==> src/rtl/shift_iter_if.sv <==
// rtl/shift_iter_if.sv - request/result handshake bundle for the iterative shifter
interface shift_iter_if;
    logic        in_valid;
    logic        in_ready;
    logic [15:0] in_data;
    logic [3:0]  in_cnt;
    logic [1:0]  in_op;
    logic        out_valid;
    logic        out_ready;
    logic [15:0] out_data;

    modport master (
        output in_valid, in_data, in_cnt, in_op, out_ready,
        input  in_ready, out_valid, out_data
    );

    modport slave (
        input  in_valid, in_data, in_cnt, in_op, out_ready,
        output in_ready, out_valid, out_data
    );
endinterface

==> src/rtl/shift_iter.sv <==
// rtl/shift_iter.sv - 16-bit shifter reusing one level at distances 1, 2, 4, 8 over four cycles
module shift_iter (
    input  logic       clk,
    input  logic       rst,
    shift_iter_if.slave bus,
    output logic       busy
);
    typedef enum logic [1:0] {
        IDLE  = 2'd0,
        SHIFT = 2'd1,
        DONE  = 2'd2
    } state_t;

    localparam logic [1:0] OP_ROL = 2'b00;
    localparam logic [1:0] OP_SLL = 2'b01;
    localparam logic [1:0] OP_SRA = 2'b10;
    localparam logic [1:0] OP_SRL = 2'b11;

    state_t      state;
    state_t      state_nxt;
    logic [15:0] acc;
    logic [3:0]  cnt_r;
    logic [1:0]  op_r;
    logic [1:0]  stg;
    logic        ready;
    logic        accept;

    // One shifter level: distance is 2^s, sign fill taken from v as it stands now.
    function automatic logic [15:0] shift_level(input logic [15:0] v,
                                                input logic [1:0]  op,
                                                input logic [1:0]  s);
        logic [31:0]        dbl;
        logic signed [15:0] sv;
        logic [4:0]         d;
        logic [15:0]        r;
        d   = 5'd1 << s;
        sv  = v;
        dbl = {v, v} << d;
        case (op)
            OP_ROL:  r = dbl[31:16];
            OP_SLL:  r = v << d;
            OP_SRA:  r = sv >>> d;
            OP_SRL:  r = v >> d;
            default: r = v;
        endcase
        return r;
    endfunction

    always_ff @(posedge clk) begin
        if (rst) begin
            state <= IDLE;
        end else begin
            state <= state_nxt;
        end
    end

    always_comb begin
        state_nxt = state;
        ready     = 1'b0;
        case (state)
            IDLE: begin
                ready = 1'b1;
                if (bus.in_valid) begin
                    state_nxt = SHIFT;
                end
            end
            SHIFT: begin
                if (stg == 2'd3) begin
                    state_nxt = DONE;
                end
            end
            DONE: begin
                // A new request can ride on the same edge that drains the result.
                ready = bus.out_ready;
                if (bus.out_ready) begin
                    state_nxt = bus.in_valid ? SHIFT : IDLE;
                end
            end
            default: state_nxt = IDLE;
        endcase
    end

    assign accept = bus.in_valid & ready;

    always_ff @(posedge clk) begin
        if (rst) begin
            acc   <= 16'h0000;
            cnt_r <= 4'd0;
            op_r  <= 2'b00;
            stg   <= 2'd0;
        end else if (accept) begin
            acc   <= bus.in_data;
            cnt_r <= bus.in_cnt;
            op_r  <= bus.in_op;
            stg   <= 2'd0;
        end else if (state == SHIFT) begin
            if (cnt_r[stg]) begin
                acc <= shift_level(acc, op_r, stg);
            end
            stg <= stg + 2'd1;
        end
    end

    assign bus.in_ready  = ready;
    assign bus.out_valid = (state == DONE);
    assign bus.out_data  = acc;
    assign busy          = (state == SHIFT);
endmodule

==> src/flat_wrapper.sv <==
// flat-port wrapper written by rule: the top's interface ports become plain ports
module shift_iter_flat 
  (clk, rst, busy, bus_in_valid, bus_in_data, bus_in_cnt, bus_in_op, bus_out_ready, bus_in_ready, bus_out_valid, bus_out_data);
  shift_iter_if bus_i ();
  input  logic clk;
  input  logic rst;
  output logic busy;
  input wire logic [$bits(bus_i.in_valid)-1:0] bus_in_valid;
  input wire logic [$bits(bus_i.in_data)-1:0] bus_in_data;
  input wire logic [$bits(bus_i.in_cnt)-1:0] bus_in_cnt;
  input wire logic [$bits(bus_i.in_op)-1:0] bus_in_op;
  input wire logic [$bits(bus_i.out_ready)-1:0] bus_out_ready;
  output wire logic [$bits(bus_i.in_ready)-1:0] bus_in_ready;
  output wire logic [$bits(bus_i.out_valid)-1:0] bus_out_valid;
  output wire logic [$bits(bus_i.out_data)-1:0] bus_out_data;
  assign bus_i.in_valid = bus_in_valid;
  assign bus_i.in_data = bus_in_data;
  assign bus_i.in_cnt = bus_in_cnt;
  assign bus_i.in_op = bus_in_op;
  assign bus_i.out_ready = bus_out_ready;
  assign bus_in_ready = bus_i.in_ready;
  assign bus_out_valid = bus_i.out_valid;
  assign bus_out_data = bus_i.out_data;
  shift_iter u_core (.clk(clk), .rst(rst), .bus(bus_i), .busy(busy));
endmodule
==> config.mk <==
export PLATFORM = sky130hd
export DESIGN_NAME = shift_iter_flat
export DESIGN_NICKNAME = d
export VERILOG_FILES = /design/src/rtl/shift_iter_if.sv /design/src/rtl/shift_iter.sv /design/src/flat_wrapper.sv
export SDC_FILE = /design/constraint.sdc
export NUM_CORES = 1
export LEC_CHECK = 0
export CAP_MARGIN = 20
export CORE_MARGIN = 10
export CORE_UTILIZATION = 30
export DETAILED_ROUTE_END_ITERATION = 10
export PLACE_DENSITY = 0.53
export SETUP_SLACK_MARGIN = 0.15
export SLEW_MARGIN = 25
export SYNTH_ARGS = -nofsm -noshare
export SYNTH_HDL_FRONTEND = slang
export SYNTH_SLANG_ARGS = --single-unit
==> constraint.sdc <==
create_clock -name clk -period 4.1 [get_ports clk]
set_input_delay 0.615 -clock clk [delete_from_list [all_inputs] [get_ports clk]]
set_output_delay 0.615 -clock clk [all_outputs]
set_load 0.03 [all_outputs]
After elaboration in Yosys (flattened, before gate mapping)
Cells that the tools add are included.
{"block": "word_totals", "ff_bits": 26, "input_bits": 26, "output_inout_bits": 19, "word_cells": 41}
{"block": "classes", "n_addsub": 1, "n_lt_le_gt_ge": 1, "n_eq_ne": 9, "shift": 5, "muxes": 12, "bitwise": 1, "reduce_logical": 7}
{"cell": "$pmux 16 s4", "n": 1}
{"cell": "$mux 16", "n": 3}
{"cell": "$shl 32x5->32", "n": 1}
{"cell": "$shl 16x5->16", "n": 1}
{"cell": "$shr 16x5->16", "n": 1}
{"cell": "$sshr 16x5->16", "n": 1}
{"cell": "$eq 2x2->1 const B", "n": 4}
{"cell": "$mux 2", "n": 3}
{"cell": "$pmux 2 s3", "n": 1}
{"cell": "$shl 1x2->5 const A", "n": 1}
{"cell": "$eq 2x1->1 const B", "n": 2}
{"cell": "$logic_not 2->1", "n": 2}
{"cell": "$ne 2x2->1 const B", "n": 2}
{"cell": "$reduce_bool 2->1", "n": 2}
{"cell": "$lt 2x3->1 const B", "n": 1}
{"cell": "$reduce_and 3->1", "n": 1}
{"cell": "$add 2x1->2 const B", "n": 1}
{"cell": "$bmux 1 s2", "n": 1}
{"cell": "$mux 1", "n": 2}
{"cell": "$ne 2x1->1 const B", "n": 1}
{"cell": "$pmux 1 s2", "n": 1}
{"cell": "$reduce_and 2->1", "n": 1}
{"cell": "$reduce_or 2->1", "n": 1}
{"cell": "$and 1x1->1", "n": 1}

Longest topological paths before layout
{"block": "depth", "depth_word": 6, "ltp_mapped": 11, "ltp_nobuf": 8}

Least setup slack after synthesis
Ideal clock, no wire load.
{"block": "synth_timing", "kind": "register to register", "startpoint": "register u_core.stg[0]", "endpoint": "register u_core.acc[4], in the netlist u_core.bus.out_data[4]", "setup_ps": 118, "arrival_time_ps": 2039, "required_time_ps": 3982, "path_slack_ps": 1943, "path_stages_with_launch": 11, "n_path_buf": 2, "cell_sequence": "dfxtp_1 > inv_1 > ha_1 > buf_6 > buf_8 > mux4_2 > nor2b_4 > a31oi_2 > o211ai_1 > a211oi_2 > nor2_1"}
{"block": "synth_via", "elab_chain_len": 6, "elab_cells_between_ends": 13, "cone_classes": "shift (5); mux (6); reduce/logical (2)"}
{"element": "start, declared", "line": "shift_iter.sv:24", "text": "logic [1:0] stg;"}
{"element": "start signal, assigned", "line": "shift_iter.sv:100", "text": "stg <= stg + 2'd1;"}
{"element": "$shl 1x2->5", "line": "shift_iter.sv:36", "text": "d = 5'd1 << s;"}
{"element": "$shr 16x5->16, or another cell as far along", "line": "shift_iter.sv:43", "text": "OP_SRL: r = v >> d;"}
{"element": "$pmux 16 s4", "line": "shift_iter.sv:39", "text": "case (op)"}
{"element": "$mux 16", "line": "shift_iter.sv:97", "text": "if (cnt_r[stg]) begin"}
{"element": "$mux 16", "line": "shift_iter.sv:96", "text": "end else if (state == SHIFT) begin"}
{"element": "$mux 16", "line": "shift_iter.sv:91", "text": "end else if (accept) begin"}
{"element": "end signal, assigned", "line": "shift_iter.sv:92", "text": "acc <= bus.in_data;"}
{"element": "end signal, assigned", "line": "shift_iter.sv:98", "text": "acc <= shift_level(acc, op_r, stg);"}
{"element": "end, declared", "line": "shift_iter.sv:21", "text": "logic [15:0] acc;"}
Parallel ways exist; a longest one is shown, timed or not. The select of a mux whose other input is x is not followed.
A chain may end at the register's enable or synchronous reset.

Final worst setup path
{"block": "layout_timing", "startpoint": "register u_core.stg[0]", "endpoint": "register u_core.acc[9], in the netlist u_core.bus.out_data[9]"}
Same word-level chain as after synthesis.

==> results.md <==
- Hold Path Sink: u_core.cnt_r[2]
- # hold bufs at CTS: 0
- Cell count after placement: 583
- Via count: 3774
- CTS sink cnt: 26
- First-pass GRT wire length: 21.55 mm
- Clk_lat worst skew: 280 ps
- Syn Area/Cell: 7.810 um^2
- Setup violators final: 0
- Fin nets: 481
- Mapped Cells: 426
- Reg2reg start: u_core.stg[0]
- Num CTS Buffers: 3
- Cell area after synthesis: 0.003327 mm^2
- Placed cell areas: 0.003805 mm^2
- Hold Path Depth: 2
- Setup CP Type: flip-flop to flip-flop
- Final Util: 0.3592
- Routed wire per std cell: 23.71 um
- Final Max Slew Viols: 0
- Slew headroom: 0.5083
- Req. time, crit path: 4280 ps
- Tcrit/Tclk final: 0.7213
- RSZ-0062 raised after global routing: no
- Sequential Area: 520.5 um^2
- Peak supply drop: 0.1351 mV
- Worst hold path class: flip-flop to flip-flop
- Max_cap viols: 0
- Congestion Overflow GR: 0
- Post-Route Skew: 3.222 ps
- Die width: 125.3 um
- Worst-path clk slew: 100 ps
- Finished Cell Area: 0.003894 mm^2
- P per Cell Area: 256.7 mW/mm^2
- Critical Path Sink Type: flip-flop
- Layout cells sized above 1: 0.1116
- Initial core utilization: 0.3069
- Routed met3 length: 1.245 mm
- Met2 routed WL: 6.378 mm
- Final HPWL DP: 9.927 mm
- GRT Resource Usage Total: 0.1657
- YS warnings: 0
- Least-Margin Pin Slew: 736.0 ps
- Routed WL: 13.94 mm
- Clock Tree Root: clkbuf_8
- Die H: 125.3 um
- I/O pins: 45
- Post-Syn Nets: 458
- CTS tree: built
- # port buffers: 44
- Top_reg_cell synth: dfxtp_1
- Die ar.: 0.01570 mm^2
- Tot Pwr: 999.7 uW
- Worst Hold Launch: u_core.cnt_r[2]
- Sequential fraction of the synthesis area: 0.1564
- CP Launch Type: flip-flop
- Non-Filler Instances: 588
- Post-CTS Repair Setup Buffers: 0
- R2R cell count: 8
- Setup_tns: 0 ps
- Met1 Wirelength: 5.590 mm
- Maximum clock path buffer count: 2
- Multi-input gate area in the final layout: 0.002562 mm^2
- Antenna diodes: 0
- DR vias/cell: 6.418
- Vias in the first global route: 3675
- Final hold vios: 0
- Worst Path Arrival: 3140 ps
- DR pass1 iterations: 5
- Number of DRC markers in iteration 0: 486
- CORE AREA: 0.01084 mm^2
- CTS resizes: 0
- CTS HTree Levels: 1
- DRC viols: 0
- Yosys reg bits: 26
- Max layer used: met4
- Leak: 0.001431 uW
- Largest net degree at the start of global routing: 41
- Layout fillers: 1150
- R2R Setup Slk: 1140 ps
- Outcome: complete, no violations
- Tmin final: 2957 ps
- Row cnt: 38
- GPL Wtd Cong: 1.012
- Worst-path maximum fanout: 12
- Worst reg2reg path endpoint: u_core.bus.out_data[9]
- F_max: 338.1 MHz
- Final ANT Viol Nets: 0
- Async SR Flop Fraction: 0
- Cell variety after synth: 61
- Initial antenna violation count: 0
- EDFF count, synth: 0
- Synth-to-Final Area Change: 17.04%
worst max path at each step:
stage | end | cells after the start | start
after floorplan | u_core.bus.out_data[4] | 10 | u_core.stg[0]
after detailed placement | u_core.bus.out_data[8] | 8 | u_core.stg[0]
after global placement | u_core.bus.out_data[8] | 8 | u_core.stg[0]
after global routing | u_core.bus.out_data[9] | 8 | u_core.stg[0]
final | u_core.bus.out_data[9] | 8 | u_core.stg[0]
after CTS | u_core.bus.out_data[8] | 8 | u_core.stg[0]
kinds of logic (layout without fill, tap and decap cells):
| family | after synthesis | count (layout) | synth area share |
|---|---|---|---|
| AO/OA/AOI/OAI | 147 | 147 | 0.3133 |
| AND/OR/NAND/NOR | 138 | 138 | 0.1937 |
| multiplexers | 62 | 62 | 0.2366 |
| buffers and inverters | 46 | 68 | 0.07484 |
| flip-flops | 26 | 26 | 0.1565 |
| adder cells (fa/ha/maj) | 6 | 6 | 0.02256 |
| XOR/XNOR | 1 | 1 | 0.002633 |
state kept, by name, indices dropped and copies added (netlist names):
signal / flops
u_core.bus.out_data: 16
u_core.state: 2
u_core.stg: 2
u_core.op_r: 2
u_core.cnt_r: 4
Yosys cell counts, drive strengths merged (10+ instances only):
cell,count,share of area
o22ai,18,0.034
a21oi,29,0.047
dfxtp,26,0.16
mux4,10,0.072
mux2,15,0.053
mux2i,37,0.11
clkbuf,12,0.014
nand2,50,0.056
nor2,37,0.042
buf,25,0.051
o21ai,21,0.032
nand2b,11,0.021
metal layers:
layer	GRT usage	vias up
li1	-	1672
met1	0.2083	1784
met2	0.2663	268
met3	0.02746	50
met4	0.08469	0
met5	0	-
power by group:
part	switching (uW)	leakage, uW	internal (uW)
Sequential	43.3	0.000213	269
Clock	92.7	0.0000357	131
Combinational	270	0.00118	193
Total	406	0.00143	593
cells in the final DEF (no fill, tap or decap), types with 8 or more instances in the layout:
cell type        instances
o22ai_1                 18
inv_1                    9
clkdlybuf4s50_1         44
o21ai_0                 17
dfxtp_1                 26
nand2b_1                11
mux2_2                  13
nor3_1                   9
a21oi_1                 28
buf_4                   10
mux2i_1                 37
nor2_1                  37
nand2_1                 50
a22oi_1                  8
final cells by class:
type | count | share of cell area
clock buffer | 3 | 0.01060
multi-input combinational | 354 | 0.6581
tap | 140 | 0.04499
clock inverter | 1 | 0.007712
inverter | 9 | 0.008676
sequential | 26 | 0.1337
timing repair buffer | 55 | 0.1362
per-stage QoR:
step           hold WS (ps)  setup slack [ps]
2_1_floorplan         433.1              1943
6_report              468.1              1143
5_1_grt               496.9             983.0
3_5_place_dp          456.3              1118
3_3_place_gp          451.4              1195
4_1_cts               471.2              1099
critical path, cell delays in order, from the launching register on:
cell and delay [ps]:
dfxtp_1 390, inv_1 140, ha_1 650, buf_4 310
nand2b_1 220, o22ai_1 90, a211oi_1 580, a211oi_1 170
o32ai_1 320
No activity file was read; power rests on OpenSTA's default activity.
